### src/rtl/bus_requester_if.sv
`default_nettype none
// ============================================================================
//  Module      : bus_requester_if
//  Description : Requester-side bus signals: request/grant toward the arbiter
//                and the beat handshake toward the slave.
//  Revision    : 1.0  initial release
// ============================================================================
interface bus_requester_if #(
   parameter int ADDR_W = 8,
   parameter int DATA_W = 8
);
   logic              bus_req;
   logic              bus_gnt;
   logic              bus_valid;
   logic              bus_we;
   logic [ADDR_W-1:0] bus_addr;
   logic [DATA_W-1:0] bus_wdata;
   logic [DATA_W-1:0] bus_rdata;
   logic              bus_ack;

   // Requester side
   modport master (
      output bus_req, bus_valid, bus_we, bus_addr, bus_wdata,
      input  bus_gnt, bus_rdata, bus_ack
   );

   // Arbiter + slave side
   modport slave (
      input  bus_req, bus_valid, bus_we, bus_addr, bus_wdata,
      output bus_gnt, bus_rdata, bus_ack
   );
endinterface
`default_nettype wire

### src/rtl/bus_requester.sv
`default_nettype none
// ============================================================================
//  Module      : bus_requester
//  Description : Initiator agent for a priority-arbitrated bus. Accepts a
//                burst command, requests the bus, runs len+1 acked beats,
//                releases the request and pulses done (err on grant timeout
//                or grant loss mid-burst).
//  Revision    : 1.0  initial release
// ============================================================================
module bus_requester #(
   parameter int ADDR_W  = 8,
   parameter int DATA_W  = 8,
   parameter int LEN_W   = 4,
   parameter int TIMEOUT = 16
) (
   input  wire logic              clk_i,
   input  wire logic              reset_i,
   // local command side
   input  wire logic              cmd_valid_i,
   output      logic              cmd_ready_o,
   input  wire logic              cmd_write_i,
   input  wire logic [ADDR_W-1:0] cmd_addr_i,
   input  wire logic [LEN_W-1:0]  cmd_len_i,
   input  wire logic [DATA_W-1:0] wr_data_i,
   output      logic              wr_pop_o,
   output      logic [DATA_W-1:0] rd_data_o,
   output      logic              rd_valid_o,
   output      logic              done_o,
   output      logic              err_o,
   // arbiter / slave side
   bus_requester_if.master        bus
);

   localparam int WAIT_W = $clog2(TIMEOUT);
   localparam logic [WAIT_W-1:0] WAIT_LAST = WAIT_W'(TIMEOUT - 1);

   typedef enum logic [1:0] {
      S_IDLE = 2'd0,
      S_REQ  = 2'd1,
      S_XFER = 2'd2,
      S_REL  = 2'd3
   } state_t;

   state_t            state_q;
   logic              bus_req_q;
   logic              bus_we_q;
   logic [ADDR_W-1:0] bus_addr_q;
   logic [ADDR_W-1:0] base_q;
   logic [LEN_W-1:0]  len_q;
   logic [LEN_W-1:0]  beat_q;
   logic [WAIT_W-1:0] wait_q;
   logic              wr_pop_q;
   logic              rd_valid_q;
   logic [DATA_W-1:0] rd_data_q;
   logic              done_q;
   logic              err_q;

   // Command/transfer FSM; every output except cmd_ready/bus_valid/bus_wdata is registered here
   always_ff @(posedge clk_i or posedge reset_i) begin
      if (reset_i) begin
         state_q    <= S_IDLE;
         bus_req_q  <= 1'b0;
         bus_we_q   <= 1'b0;
         bus_addr_q <= '0;
         base_q     <= '0;
         len_q      <= '0;
         beat_q     <= '0;
         wait_q     <= '0;
         wr_pop_q   <= 1'b0;
         rd_valid_q <= 1'b0;
         rd_data_q  <= '0;
         done_q     <= 1'b0;
         err_q      <= 1'b0;
      end else begin
         wr_pop_q   <= 1'b0;
         rd_valid_q <= 1'b0;
         done_q     <= 1'b0;
         case (state_q)
            S_IDLE: begin
               if (cmd_valid_i) begin
                  bus_we_q  <= cmd_write_i;
                  base_q    <= cmd_addr_i;
                  len_q     <= cmd_len_i;
                  err_q     <= 1'b0;
                  bus_req_q <= 1'b1;
                  wait_q    <= '0;
                  state_q   <= S_REQ;
               end
            end
            S_REQ: begin
               if (bus.bus_gnt) begin
                  beat_q     <= '0;
                  bus_addr_q <= base_q;
                  state_q    <= S_XFER;
               end else if (wait_q == WAIT_LAST) begin
                  // grant never arrived: give up the request and report error
                  bus_req_q <= 1'b0;
                  err_q     <= 1'b1;
                  state_q   <= S_REL;
               end else begin
                  wait_q <= wait_q + 1'b1;
               end
            end
            S_XFER: begin
               if (bus.bus_ack) begin
                  if (bus_we_q) begin
                     wr_pop_q <= 1'b1;
                  end else begin
                     rd_valid_q <= 1'b1;
                     rd_data_q  <= bus.bus_rdata;
                  end
                  bus_addr_q <= bus_addr_q + 1'b1;
               end
               // grant loss wins over normal completion; an ack in the same cycle still counts
               if (!bus.bus_gnt) begin
                  bus_req_q <= 1'b0;
                  err_q     <= 1'b1;
                  state_q   <= S_REL;
               end else if (bus.bus_ack) begin
                  if (beat_q == len_q) begin
                     bus_req_q <= 1'b0;
                     state_q   <= S_REL;
                  end else begin
                     beat_q <= beat_q + 1'b1;
                  end
               end
            end
            S_REL: begin
               // hold off until the arbiter has dropped its grant
               if (!bus.bus_gnt) begin
                  done_q  <= 1'b1;
                  state_q <= S_IDLE;
               end
            end
            default: begin
               state_q <= S_IDLE;
            end
         endcase
      end
   end

   assign cmd_ready_o   = (state_q == S_IDLE);
   assign bus.bus_valid = (state_q == S_XFER);
   assign bus.bus_wdata = ((state_q == S_XFER) && bus_we_q) ? wr_data_i : '0;
   assign bus.bus_req   = bus_req_q;
   assign bus.bus_we    = bus_we_q;
   assign bus.bus_addr  = bus_addr_q;
   assign wr_pop_o      = wr_pop_q;
   assign rd_valid_o    = rd_valid_q;
   assign rd_data_o     = rd_data_q;
   assign done_o        = done_q;
   assign err_o         = err_q;

endmodule
`default_nettype wire

### src/flat_wrapper.sv
// flat-port wrapper written by rule: the top's interface ports become plain ports
module bus_requester_flat 
#(
   parameter int ADDR_W  = 8,
   parameter int DATA_W  = 8,
   parameter int LEN_W   = 4,
   parameter int TIMEOUT = 16
)
  (clk_i, reset_i, cmd_valid_i, cmd_ready_o, cmd_write_i, cmd_addr_i, cmd_len_i, wr_data_i, wr_pop_o, rd_data_o, rd_valid_o, done_o, err_o, bus_bus_req, bus_bus_valid, bus_bus_we, bus_bus_addr, bus_bus_wdata, bus_bus_gnt, bus_bus_rdata, bus_bus_ack);
  bus_requester_if #(.ADDR_W(ADDR_W), .DATA_W(DATA_W)) bus_i ();
  input  wire logic clk_i;
  input  wire logic reset_i;
  input  wire logic cmd_valid_i;
  output      logic cmd_ready_o;
  input  wire logic cmd_write_i;
  input  wire logic [ADDR_W-1:0] cmd_addr_i;
  input  wire logic [LEN_W-1:0] cmd_len_i;
  input  wire logic [DATA_W-1:0] wr_data_i;
  output      logic wr_pop_o;
  output      logic [DATA_W-1:0] rd_data_o;
  output      logic rd_valid_o;
  output      logic done_o;
  output      logic err_o;
  output wire logic [$bits(bus_i.bus_req)-1:0] bus_bus_req;
  output wire logic [$bits(bus_i.bus_valid)-1:0] bus_bus_valid;
  output wire logic [$bits(bus_i.bus_we)-1:0] bus_bus_we;
  output wire logic [$bits(bus_i.bus_addr)-1:0] bus_bus_addr;
  output wire logic [$bits(bus_i.bus_wdata)-1:0] bus_bus_wdata;
  input wire logic [$bits(bus_i.bus_gnt)-1:0] bus_bus_gnt;
  input wire logic [$bits(bus_i.bus_rdata)-1:0] bus_bus_rdata;
  input wire logic [$bits(bus_i.bus_ack)-1:0] bus_bus_ack;
  assign bus_bus_req = bus_i.bus_req;
  assign bus_bus_valid = bus_i.bus_valid;
  assign bus_bus_we = bus_i.bus_we;
  assign bus_bus_addr = bus_i.bus_addr;
  assign bus_bus_wdata = bus_i.bus_wdata;
  assign bus_i.bus_gnt = bus_bus_gnt;
  assign bus_i.bus_rdata = bus_bus_rdata;
  assign bus_i.bus_ack = bus_bus_ack;
  bus_requester #(.ADDR_W(ADDR_W), .DATA_W(DATA_W), .LEN_W(LEN_W), .TIMEOUT(TIMEOUT)) u_core (.clk_i(clk_i), .reset_i(reset_i), .cmd_valid_i(cmd_valid_i), .cmd_ready_o(cmd_ready_o), .cmd_write_i(cmd_write_i), .cmd_addr_i(cmd_addr_i), .cmd_len_i(cmd_len_i), .wr_data_i(wr_data_i), .wr_pop_o(wr_pop_o), .rd_data_o(rd_data_o), .rd_valid_o(rd_valid_o), .done_o(done_o), .err_o(err_o), .bus(bus_i));
endmodule
### config.mk
export PLATFORM = sky130hd
export DESIGN_NAME = bus_requester_flat
export DESIGN_NICKNAME = d
export VERILOG_FILES = /design/src/rtl/bus_requester_if.sv /design/src/rtl/bus_requester.sv /design/src/flat_wrapper.sv
export SDC_FILE = /design/constraint.sdc
export NUM_CORES = 1
export LEC_CHECK = 0
export BUFFER_PORTS_ARGS = -buffer_cell sky130_fd_sc_hd__buf_4
export CORE_MARGIN = 2
export CORE_UTILIZATION = 50
export CTS_BUF_LIST = sky130_fd_sc_hd__clkbuf_8
export CTS_CLUSTER_SIZE = 12
export DETAILED_ROUTE_END_ITERATION = 10
export PLACE_DENSITY_LB_ADDON = 0.12
export SYNTH_ARGS = -nofsm -noshare
export SYNTH_HDL_FRONTEND = slang
export SYNTH_SLANG_ARGS = --single-unit
### constraint.sdc
create_clock -name clk_i -period 2.7 [get_ports clk_i]
set_input_delay 0.27 -clock clk_i [delete_from_list [all_inputs] [get_ports clk_i]]
set_output_delay 0.27 -clock clk_i [all_outputs]
set_load 0.01 [all_outputs]
==> results.yml <==
outcome:
  outcome: "complete, no violations"
logic_synthesis:
  syn_area_per_cell_um2: 9.97
  synth_xor_area_share_pct: 2.26
  synth-main-ff-cell: "dfrtp_1"
  synth_compound_area_share_pct: 11.9
  yosys.area_share.simple_pct: 21.5
  synthCells: 233
  synth_cell_types: 47
  yosysWarnings: 0
  synth-adder-area-share_pct: 4.85
  synth-seq-area-share_pct: 47.4
  muxShareOfSynthArea_pct: 8.57
  synth.cell_area_um2: 2320
  synth-seq-cells: 44
  synth_top_family_by_area: "simple AND/OR/NAND/NOR gates"
  synth-async-reset-ratio_pct: 100
  synth_edf_count: 0
  syn-num-nets: 276
die:
  fp.coreArea_um2: 4410
  die_h_um: 72.2
  io_pins: 66
  die_area_um2: 5210
  die_x_um: 72.2
  initial_core_util_pct: 52.6
  rows: 24
final_layout:
  syn_to_final_growth_pct: 26.8
  final_cell_mix: "buf_4 (68), dfrtp_1 (44), nand2_1 (40), and3_1 (15), mux2_2 (13)"
  multiInputGateArea_um2: 1140
  final_nets: 341
  fillers: 375
  final_common_cell: "buf_4"
  drive_above_1_share_pct: 30.8
  stdcell_area_um2: 2940
  seqCellArea_um2: 1100
  fin_cells: 351
  antenna_cells: 0
placed_design:
  dp_cells: 343
  hpwlAfterDp_um: 3890
  port_buffers: 65
  dpl_cell_area_um2: 2850
  gp_congestion: 0.861
setup_path:
  crit_family: "buffers and inverters"
  crit_path_end_kind: "primary output"
  crit_type: "register to primary output"
  required_ns: 2.43
  slowest_delay_ns: 0.54
  path_buf_inv: 3
  slowest_stage: "ha_1"
  start_kind: "register"
  cp_data_arrival_time_ns: 2.02
  cp_cell_sequence: "inv_1, ha_1, buf_4, and3_1, buf_4"
  crit_top_cell: "buf_4"
  crit_fanout: 17
timing:
  worst_slew_margin_rel_pct: 33.7
  hold_viol: 0
  rsz0062_at_grt: "false"
  min_period_ns: 2.29
  finClkSkew_ns: 0.00650
  maxSlewViolCount: 0
  setup_viol_count_final: 0
  fmax_ghz: 0.437
  worst_pin_slew_ns: 0.989
  fin_setup_tns_ns: 0
  finalCritPeriodShare_pct: 84.7
routing:
  drt_iter0_markers: 146
  wl_per_cell_um: 15.1
  routed_wl_um: 5300
  drc_errors: 0
  routed_via_density: 5.58
  drt.antenna.violating_nets: 0
  vias: 1960
  drtPass1Iterations: 4
clock_tree:
  path_clk_slew_ns: 0.08
  cts_tree: "done"
  clock_latency_ns: 0.29
  htreeDepth: 2
  cts_setup_buffers: 0
  cts_resized: 0
  cts_buffers: 5
  clockRootBuffer: "clkbuf_8"
  clk_path_buf_depth: 2
  cts_hold_buf: 0
  clkSinkCount: 44
global_routing:
  grt_overflow_total: 0
  grt_max_degree: 29
  grt_pass1_wl_um: 8950
  grt_pass1_vias: 1960
  grt_use_total_pct: 22.1
  antenna_found_initial: 0
power:
  p_leak_nw: 1.48
  peakVddDrop_uv: 580
  powerDensity_nw_per_um2: 1150
flow_run:
  maxCapViolations: 0
worst_hold_path:
  holdCritPathClass: "input port to asynchronous set/reset pin"
[sequential cells by signal, summed over array words and instances (netlist names)]
| name | count |
|---|---|
| u_core.bus.bus_addr | 8 |
| u_core.bus.bus_req | 1 |
| u_core.wait_q | 4 |
| u_core.state_q | 2 |
| u_core.len_q | 4 |
| u_core.beat_q | 4 |
| u_core.bus.bus_we | 1 |
| u_core.err_o | 1 |
| u_core.done_o | 1 |
| u_core.base_q | 8 |
| u_core.rd_valid_o | 1 |
| u_core.rd_data_o | 8 |
| u_core.wr_pop_o | 1 |
[per-layer routing]
layer  part of all wire, %  track usage, %
met2                    48            36.3
met5                     0               0
met4                  0.92            5.66
met3                   5.9            5.42
met1                    45            29.4
[stage by stage]
step	hold WS, ns	util [%]	worst slack (ns)	total power, mW
final	0.0772	66.7	0.413	3.38
after CTS	0.113	66.7	0.427	3.40
after floorplan	0.375	-	0.863	2.34
after detailed placement	0.436	64.6	0.625	2.96
after global placement	0.433	64.6	0.678	2.92
after global routing	0.136	66.7	0.209	3.66
[cells in the mapped netlist, types with 3 or more instances]
cell / number / share of area (%)
nand2b_1: 4 / 1.1
nand3_1: 6 / 1.3
dfrtp_1: 44 / 47
mux2_2: 13 / 6.3
ha_1: 9 / 4.8
inv_1: 8 / 1.3
o211ai_1: 3 / 0.97
nor2b_1: 6 / 1.6
clkbuf_1: 6 / 0.97
xnor2_1: 4 / 1.5
mux2i_1: 3 / 1.3
o22ai_1: 5 / 1.3
nand2_1: 40 / 6.5
a21oi_1: 7 / 1.5
nor2_1: 6 / 0.97
o21ai_0: 6 / 1.3
and3_1: 15 / 4.0
nand4_1: 8 / 2.2
[where the power goes]
| part | internal, mW | switching, mW | total (mW) |
|---|---|---|---|
| logic | 0.837 | 0.906 | 1.74 |
| clock network | 0.204 | 0.223 | 0.427 |
| registers | 0.953 | 0.255 | 1.21 |
| total | 1.99 | 1.38 | 3.38 |
[cell families (layout without fill, tap and decap cells)]
group,after synthesis,in the layout
adders and majority gates,9,9
buffers and inverters,19,85
muxes,18,18
DFF,44,44
AOI/OAI and AO/OA,39,39
xor gates and xnor gates,6,6
and+or+nand+nor,98,98
[path summary, 6_finish.rpt]
check,startpoint,end,slack [ns],depth (start not counted)
setup / recovery,u_core.state_q[0],bus_bus_wdata[5],0.41,5
hold / removal,reset_i,u_core.len_q[0],0.08,2
setup reg to reg,u_core.state_q[0],u_core.err_o,0.57,5
hold reg to reg,u_core.rd_data_o[2],u_core.rd_data_o[2],0.48,2
max in group asynchronous,reset_i,u_core.base_q[7],1.93,3
min in group clk_i,bus_bus_rdata[2],u_core.rd_data_o[2],0.16,3
[worst register-to-register path: stages (launching register included)]
cell and delay [ns]:
dfrtp_1 0.41, inv_1 0.12, ha_1 0.42, and2_1 0.29, a2111oi_2 0.42, mux2_1 0.36
[final cells by class]
| type | count | share of cell area, % |
|---|---|---|
| tap | 52 | 2.21 |
| sequential | 44 | 37.4 |
| timing repair buffer | 68 | 17.3 |
| clock buffer | 6 | 2.80 |
| multi-input combinational | 170 | 38.7 |
| inverter | 9 | 1.15 |
| clock inverter | 2 | 0.382 |
(Power assumes the default switching activity.)
